--- config.mk ---
export PLATFORM = sky130hd
export DESIGN_NAME = msg_schedule
export DESIGN_NICKNAME = d
export VERILOG_FILES = /design/src/rtl/msg_schedule.sv
export SDC_FILE = /design/constraint.sdc
export NUM_CORES = 1
export LEC_CHECK = 0
export ABC_AREA = 1
export CORE_UTILIZATION = 55
export CTS_CLUSTER_DIAMETER = 40
export DETAILED_ROUTE_END_ITERATION = 8
export GPL_ROUTABILITY_DRIVEN = 1
export PLACE_DENSITY = 0.75
export SYNTH_ARGS = -nofsm -noshare
export SYNTH_HDL_FRONTEND = slang
export SYNTH_SLANG_ARGS = --single-unit
--- constraint.sdc ---
create_clock -name CLK -period 4.4 [get_ports CLK]
set_clock_uncertainty 0.15 [all_clocks]
set_input_delay 0.88 -clock CLK [delete_from_list [all_inputs] [get_ports CLK]]
set_output_delay 0.88 -clock CLK [all_outputs]
set_load 0.05 [all_outputs]
--- src/rtl/msg_schedule.sv ---
// SHA-2 message schedule: loads 16 message words, then expands to ROUNDS words
// through a 16-entry sliding window, one word per handshake.
module msg_schedule #(
    parameter int WIDTH  = 32,
    parameter int ROUNDS = 64
) (
    input  logic             CLK,
    input  logic             RST,
    input  logic             START,
    input  logic             IN_VALID,
    output logic             IN_READY,
    input  logic [WIDTH-1:0] D_IN,
    output logic             OUT_VALID,
    input  logic             OUT_READY,
    output logic [WIDTH-1:0] D_OUT,
    output logic [6:0]       I_OUT,
    output logic             BUSY,
    output logic             DONE
);

    localparam logic [1:0] S_IDLE   = 2'd0;
    localparam logic [1:0] S_LOAD   = 2'd1;
    localparam logic [1:0] S_EXPAND = 2'd2;

    localparam int unsigned S0_R1 = (WIDTH == 64) ? 1  : 7;
    localparam int unsigned S0_R2 = (WIDTH == 64) ? 8  : 18;
    localparam int unsigned S0_SH = (WIDTH == 64) ? 7  : 3;
    localparam int unsigned S1_R1 = (WIDTH == 64) ? 19 : 17;
    localparam int unsigned S1_R2 = (WIDTH == 64) ? 61 : 19;
    localparam int unsigned S1_SH = (WIDTH == 64) ? 6  : 10;

    localparam logic [6:0] LAST_IDX   = 7'(ROUNDS - 1);
    localparam logic [6:0] END_IDX    = 7'(ROUNDS);
    localparam bit         HAS_EXPAND = (ROUNDS > 16);

    logic [1:0]           r_state;
    logic [16*WIDTH-1:0]  r_win;      // w0 in the low word, w15 in the high word
    logic [WIDTH-1:0]     r_dout;
    logic [6:0]           r_iout;
    logic [6:0]           r_idx;
    logic                 r_ovalid;
    logic                 r_done;

    logic [WIDTH-1:0]     w_w0, w_w1, w_w9, w_w14;
    logic [WIDTH-1:0]     w_s0, w_s1, w_sum, w_next;
    logic                 w_free, w_in_ok, w_in_hs, w_gen, w_last_hs, w_shift;

    assign w_w0  = r_win[0*WIDTH +: WIDTH];
    assign w_w1  = r_win[1*WIDTH +: WIDTH];
    assign w_w9  = r_win[9*WIDTH +: WIDTH];
    assign w_w14 = r_win[14*WIDTH +: WIDTH];

    assign w_s0 = ((w_w1 >> S0_R1) | (w_w1 << (WIDTH - S0_R1)))
                ^ ((w_w1 >> S0_R2) | (w_w1 << (WIDTH - S0_R2)))
                ^ (w_w1 >> S0_SH);
    assign w_s1 = ((w_w14 >> S1_R1) | (w_w14 << (WIDTH - S1_R1)))
                ^ ((w_w14 >> S1_R2) | (w_w14 << (WIDTH - S1_R2)))
                ^ (w_w14 >> S1_SH);
    assign w_sum = w_s1 + w_w9 + w_s0 + w_w0;

    assign w_free    = !r_ovalid || OUT_READY;
    // Index guard keeps a 16-round block from taking a 17th word while its last output waits.
    assign w_in_ok   = (r_state == S_LOAD) && w_free && (r_idx < 7'd16);
    assign IN_READY  = !RST && w_in_ok;
    assign w_in_hs   = IN_VALID && w_in_ok;
    assign w_gen     = (r_state == S_EXPAND) && w_free && (r_idx != END_IDX);
    assign w_last_hs = r_ovalid && OUT_READY && (r_iout == LAST_IDX);
    assign w_shift   = w_in_hs || w_gen;
    assign w_next    = w_in_hs ? D_IN : w_sum;

    always_ff @(posedge CLK) begin
        if (RST) begin
            r_state  <= S_IDLE;
            r_win    <= '0;
            r_dout   <= '0;
            r_iout   <= '0;
            r_idx    <= '0;
            r_ovalid <= 1'b0;
            r_done   <= 1'b0;
        end else begin
            r_done <= w_last_hs;
            if (r_ovalid && OUT_READY) begin
                r_ovalid <= 1'b0;
            end
            if (w_shift) begin
                r_dout   <= w_next;
                r_iout   <= r_idx;
                r_ovalid <= 1'b1;
                r_idx    <= r_idx + 7'd1;
                r_win    <= {w_next, r_win[16*WIDTH-1:WIDTH]};
            end
            case (r_state)
                S_IDLE: begin
                    if (START) begin
                        r_state <= S_LOAD;
                        r_idx   <= '0;
                    end
                end
                S_LOAD: begin
                    if (HAS_EXPAND && w_in_hs && (r_idx == 7'd15)) begin
                        r_state <= S_EXPAND;
                    end else if (w_last_hs) begin
                        r_state <= S_IDLE;
                    end
                end
                S_EXPAND: begin
                    if (w_last_hs) begin
                        r_state <= S_IDLE;
                    end
                end
                default: r_state <= S_IDLE;
            endcase
        end
    end

    assign OUT_VALID = r_ovalid;
    assign D_OUT     = r_dout;
    assign I_OUT     = r_iout;
    assign BUSY      = (r_state != S_IDLE);
    assign DONE      = r_done;

endmodule

==> impl_metrics.ini, run 1 <==
[worst_hold_path]
min_from = r_win[187]
hold_depth = 2
hp-class = reg2reg
whs_endpoint = r_win[155]

[logic_synthesis]
synthXorXnorAreaFrac_pct = 4.89
ys_seq_area_share_pct = 44.5
synthDistinctLibCells = 35
synth_area_sq_um = 23800
synthAdderAreaFrac_pct = 6.94
synth_compound_area_share_pct = 14.2
syn_inst = 3148
syn_nets = 3280
synth_top_family_by_area = simple AND/OR/NAND/NOR gates
synth_seq_cells = 530
synthSimpleGateAreaFrac_pct = 19.9
synth.area.mux_share_pct = 0
avgSynthCellArea_sq_um = 7.57
ys_warn_count = 0

[placement]
placed_area_sq_um = 24700
gp_congestion = 0.931
place_hpwl_mm = 44.7
port_buffers = 79
preCtsSetupSlack_ps = 283

[floorplanning]
ios = 80
die-area_sq_um = 44200
die_h_microns = 210
start_util_pct = 56.3
rows = 75
die_w_microns = 210
core_area_sq_um = 42300

[drt]
drtIter0Drc = 1775
post_drt_wl_per_cell_microns = 17.1
antenna_left = 0
drc_errors = 0
dr.pass1.iters = 6
vias_per_cell = 5.26
drt-total-wl_mm = 64.1
dr_total_vias = 19700

[worst_setup_path]
r2r-end = r_win[495]
r2r_slack_ps = 200
arrival_ps = 4550
cp-end-kind = flip-flop
path_class = reg2reg
worstPathRequired_ps = 4760
path_max_fanout = 5
cpLargestDelayFamily = adder cells
worstPathCellList = xnor2_1 -> xor2_1 -> fa_1 -> fa_1 -> inv_1 -> ha_1 -> inv_1 -> fa_1 -> inv_1 -> nand2_1 -> nand3_1 -> nand2_1 -> nand2_1 -> or2_2 -> nand3_1 -> nand3_1 -> nand2_1 -> inv_1
r2r-start = r_win[51]
reg2reg_depth = 18
critPathMaxStageDelay_ps = 550
crit_path_top_delay_cell = fa_1
worstSetupStartpoint = r_win[51]
cp_num_buf_inv = 4
startpoint_type = flip-flop

[run]
drv_cap = 0

[clocking]
htreeDepth = 3
post_cts_resized = 0
cts-root-buf = clkbuf_16
clk_latency_ps = 610
post_cts_buffers = 0
clkSinkCount = 530
clk_pin_slew_ps = 60
cts_buffers = 67
cts_hold_buf = 0
cts_tree = built
clock_tree.buffer_depth = 3

[final_layout]
area_growth_pct = 13.0
nets = 3249
fin_area_sq_um = 27000
drive_gt1_share_pct = 5.52
antenna_cells = 0
fillers = 3660

[timing]
fmax_mhz = 238
finalSetupTns_ps = 0
setup_violations = 0
tightest_slew_ps = 697
hold_slack_ps = 321
hold_viol = 0
period_share_pct = 95.4
fin_crit_ps = 4200
slew_violations = 0
fin_ws_ps = 203
slew_headroom_pct = 53.5
rsz0062_at_grt = no

[power]
leakage_nw = 12.6
power_density_nw_per_um2 = 526
power.total_mw = 14.2
peakVddDrop_mv = 0.344

[global_routing]
antenna_found_initial = 0
grt_pass1_wl_mm = 102
gr-usage-all-layers_pct = 29.5
grt_pass1_vias = 18700
grt.overflow.total = 0
grt_max_degree = 189

[status]
status = completed
-- metrics by stage --
stage                     cells  util [%]
after floorplan            3148         -
after global placement     3625      58.3
after detailed placement   3625      58.3
after CTS                  3746      63.7
after global routing       3746      63.7
final                      3746      63.7
-- flip-flops by register name (all words and copies together) (netlist names) --
| signal | count |
|---|---|
| OUT_VALID | 1 |
| I_OUT | 7 |
| r_win | 512 |
| DONE | 1 |
| r_state | 2 |
| r_idx | 7 |
-- worst register-to-register path, stage by stage (launching register included) --
cell     delay [ps]
dfxtp_1         450
xnor2_1         160
xor2_1          370
fa_1            510
fa_1            550
inv_1            40
ha_1            230
inv_1            80
fa_1            210
inv_1            60
nand2_1          60
nand3_1         170
nand2_1         110
nand2_1         160
or2_2           320
nand3_1         210
nand3_1         120
nand2_1          90
inv_1            40
-- how the worst max path moves through the flow --
stage | end | depth (start not counted)
finish | r_win[495] | 18
global placement | r_win[495] | 18
detailed placement | r_win[495] | 18
floorplan | IN_READY | 4
global route | r_win[499] | 17
CTS | r_win[495] | 18
-- metal layers --
metal	share of wire (%)	vias to the layer above	track usage, %
li1	-	9813	-
met5	0	-	0
met3	4.5	97	4.28
met1	48	9335	41.6
met2	45	469	46.1
met4	2.9	0	10.0
-- cell families (layout without fill, tap and decap cells) --
kind of cell / count (synthesis) / in the layout
simple gates: 1219 / 1219
compound gates: 668 / 668
flops: 530 / 530
buf+inv: 503 / 524
xor+xnor: 133 / 133
fa+ha+maj: 95 / 95
-- cell usage in the layout, fill, tap and decap left out, types with 9 or more instances in the layout --
cell type,count
a21oi_1,131
buf_12,16
buf_4,27
clkbuf_16,68
clkdlybuf4s50_1,79
clkinv_2,10
clkinvlp_4,9
dfxtp_1,530
fa_1,62
ha_1,33
inv_1,274
nand2_1,294
nand3_1,63
nor2_1,831
o21ai_0,497
o21ai_1,22
xnor2_1,68
xor2_1,65
-- synth_stat cells --
| library cell | instances | share of area (%) |
|---|---|---|
| nor2_1 | 831 | 13 |
| nand4_1 | 6 | 0.16 |
| inv_1 | 274 | 4.3 |
| nand3_1 | 63 | 1.3 |
| buf_1 | 1 | 0.016 |
| ha_1 | 33 | 1.7 |
| buf_2 | 68 | 1.4 |
| nor2_2 | 1 | 0.026 |
| and2_1 | 2 | 0.052 |
| nor3_1 | 3 | 0.063 |
| nor4_1 | 2 | 0.052 |
| o211ai_1 | 3 | 0.094 |
| clkinv_1 | 2 | 0.031 |
| a21oi_1 | 131 | 2.7 |
| a21o_1 | 1 | 0.031 |
| or2_2 | 6 | 0.16 |
| xor2_1 | 65 | 2.4 |
| o21ai_1 | 22 | 0.46 |
| nand2_2 | 1 | 0.026 |
| o211ai_2 | 1 | 0.052 |
| fa_1 | 62 | 5.2 |
| a211oi_1 | 3 | 0.094 |
| nand3b_1 | 8 | 0.25 |
| dfxtp_1 | 530 | 44 |
| nand2_4 | 1 | 0.047 |
| nand2_1 | 294 | 4.6 |
| buf_4 | 80 | 2.5 |
| xnor2_1 | 68 | 2.5 |
| a211oi_2 | 1 | 0.052 |
| nor3_2 | 1 | 0.042 |
| o21bai_1 | 6 | 0.19 |
| inv_2 | 5 | 0.079 |
| o21ai_0 | 497 | 10 |
| clkbuf_1 | 73 | 1.1 |
| a31oi_1 | 3 | 0.079 |
-- power by group --
part | internal, mW | leakage (nW) | total (mW) | switching (mW)
sequential | 5.13 | 4.34 | 5.39 | 0.255
clock | 3.28 | 1.09 | 5.51 | 2.23
combinational | 1.11 | 7.21 | 3.27 | 2.16
total | 9.52 | 12.6 | 14.2 | 4.64
-- area by class of cell --
class	count	area (sq um)	share of cell area, %
multi-input combinational	2115	11000	40.7
sequential	530	10600	39.4
clock buffer	76	1740	6.46
timing repair buffer	122	1310	4.87
inverter	281	1070	3.97
tap	577	722	2.68
clock inverter	45	524	1.95
Note: power is estimated with default switching activity, not from simulation.
==> inputs of run 2 (changes only) <==
--- a/config.mk
+++ b/config.mk
@@ -10,7 +10,7 @@
 export CTS_CLUSTER_DIAMETER = 40
 export DETAILED_ROUTE_END_ITERATION = 8
 export GPL_ROUTABILITY_DRIVEN = 1
-export PLACE_DENSITY = 0.75
+export PLACE_DENSITY_LB_ADDON = 0.05
 export SYNTH_ARGS = -nofsm -noshare
 export SYNTH_HDL_FRONTEND = slang
 export SYNTH_SLANG_ARGS = --single-unit
==> run 2 against run 1 <==
Net effect:
- critical path depth fell by 3
- flip-flop and latch count unchanged
- sequential power about the same
- routed wire length hardly changed
- final area rose by 0.93%
==> impl_metrics.ini, run 2 (synthesis results as in run 1) <==
[drt]
drc_errors = 0
drt-total-wl_mm = 64.1
post_drt_wl_per_cell_microns = 17.1
dr_total_vias = 19600
drtIter0Drc = 1709
vias_per_cell = 5.23
antenna_left = 0
dr.pass1.iters = 5

[worst_hold_path]
min_from = r_win[433]
hold_depth = 2
hp-class = reg2reg
whs_endpoint = r_win[401]

[power]
peakVddDrop_mv = 0.399
leakage_nw = 12.7
power_density_nw_per_um2 = 544

[floorplanning]
core_area_sq_um = 42300
die_w_microns = 210
start_util_pct = 56.3
die-area_sq_um = 44200
ios = 80
rows = 75
die_h_microns = 210

[final_layout]
fillers = 3752
final_common_cell = nor2_1
largest_reg_flops = 512
area_growth_pct = 14.1
regMostFlops = r_win
fin_util_pct = 64.3
layout.area.seq_sq_um = 10600
final_cell_mix = nor2_1 (831), dfxtp_1 (530), o21ai_0 (497)
nets = 3242
multiInputGateArea_sq_um = 11000
drive_gt1_share_pct = 5.53

[worst_setup_path]
path_class = reg2reg
path_max_fanout = 5
r2r-start = r_win[60]
r2r-end = r_win[507]
worstPathRequired_ps = 4730
cpLargestDelayFamily = adder cells
crit_path_top_delay_cell = dfxtp_1
critPathMaxStageDelay_ps = 620
startpoint_type = flip-flop
cp-end-kind = flip-flop
r2r_slack_ps = 380
worstPathCellList = xnor2_1 -> xor2_1 -> fa_1 -> fa_1 -> inv_1 -> ha_1 -> nand2_1 -> nor2_1 -> inv_1 -> nor3_1 -> nand2_1 -> nand2_1 -> nand2_1 -> nand3_1 -> a21oi_1
path_common_cell = nand2_1
cp_num_buf_inv = 2
arrival_ps = 4350
reg2reg_depth = 15

[clocking]
cts_hold_buf = 0
clk_pin_slew_ps = 60
cts_tree = built
post_cts_buffers = 0
clkSinkCount = 530
cts_buffers = 72
clk_latency_ps = 620
post_cts_resized = 0
clock_tree.buffer_depth = 3
cts-root-buf = clkbuf_16
htreeDepth = 3

[global_routing]
grt.overflow.total = 0
gr-usage-met1_pct = 39.9
grt_max_degree = 222
gr-usage-all-layers_pct = 29.5
met3_usage_pct = 4.50
grt_pass1_wl_mm = 103
use_met2_pct = 48.0
grt_pass1_vias = 18900
grt-busiest-layer = met2
antenna_found_initial = 1

[status]
status = completed

[timing]
slew_violations = 0
setup_violations = 0
rsz0062_at_grt = no
tightest_slew_ps = 937
period_share_pct = 91.4
fmax_mhz = 249
hold_viol = 0
slew_headroom_pct = 37.6
fin_crit_ps = 4020
finalSetupTns_ps = 0

[placement]
gp_congestion = 0.925
place_hpwl_mm = 43.5
port_buffers = 79

[run]
drv_cap = 0
## run 2: cell types whose count changed in the layout (fill, tap and decap cells not counted), moves of 3 or more
cell,previous run,this run
buf_4,27,17
clkinvlp_4,9,3
clkbuf_1,7,4
clkinv_2,10,5
clkbuf_16,68,74
inv_6,8,11
clkbuf_8,1,6
bufinv_16,6,11
## run 2: cell type report
class | count | area share [%]
multi-input cells | 2115 | 40.3
flip-flops and latches | 530 | 39.0
clock buffers | 84 | 7.17
repair buffers | 110 | 4.41
inverters | 281 | 3.93
well taps | 577 | 2.65
clock inverters | 46 | 2.49
diodes | 2 | 0.0184
## run 2: worst reg2reg max path, delay by kind of cell (launching register included)
family,cells,cell delay (ps)
buffers and inverters,2,150
adders and majority gates,3,1470
DFF,1,620
and+or+nand+nor,7,960
AOI/OAI and AO/OA,1,70
xor gates and xnor gates,2,490
## run 2: worst max-delay path by stage
| stage | start | to | depth (start not counted) |
|---|---|---|---|
| 2_1_floorplan | OUT_READY | IN_READY | 4 |
| 5_1_grt | r_win[60] | r_win[505] | 14 |
| 3_3_place_gp | r_win[60] | r_win[505] | 15 |
| 4_1_cts | r_win[60] | r_win[507] | 15 |
| 6_report | r_win[60] | r_win[507] | 15 |
| 3_5_place_dp | r_win[55] | r_win[494] | 17 |
## run 2: routing by layer
metal | up-vias | wire [microns]
li1 | 9811 | -
met1 | 9255 | 29700
met2 | 398 | 29600
met3 | 116 | 2810
met4 | 0 | 1930
met5 | - | 0
## run 2: metrics by stage
| step | hold slack [ps] | total power, mW | setup slack [ps] | area [sq um] | cells |
|---|---|---|---|---|---|
| floorplan | 300 | 7.67 | 867 | 23800 | 3148 |
| global placement | 306 | 8.62 | 446 | 24600 | 3613 |
| detailed placement | 311 | 8.65 | 484 | 24600 | 3613 |
| CTS | 305 | 14.9 | 433 | 27200 | 3743 |
| global route | 337 | 15.5 | 227 | 27200 | 3743 |
| finish | 311 | 14.8 | 377 | 27200 | 3745 |
## run 2: power breakdown
part	internal, mW	total (mW)	switching [mW]
clock network	3.90	6.22	2.32
logic	1.10	3.19	2.09
registers	5.14	5.39	0.259
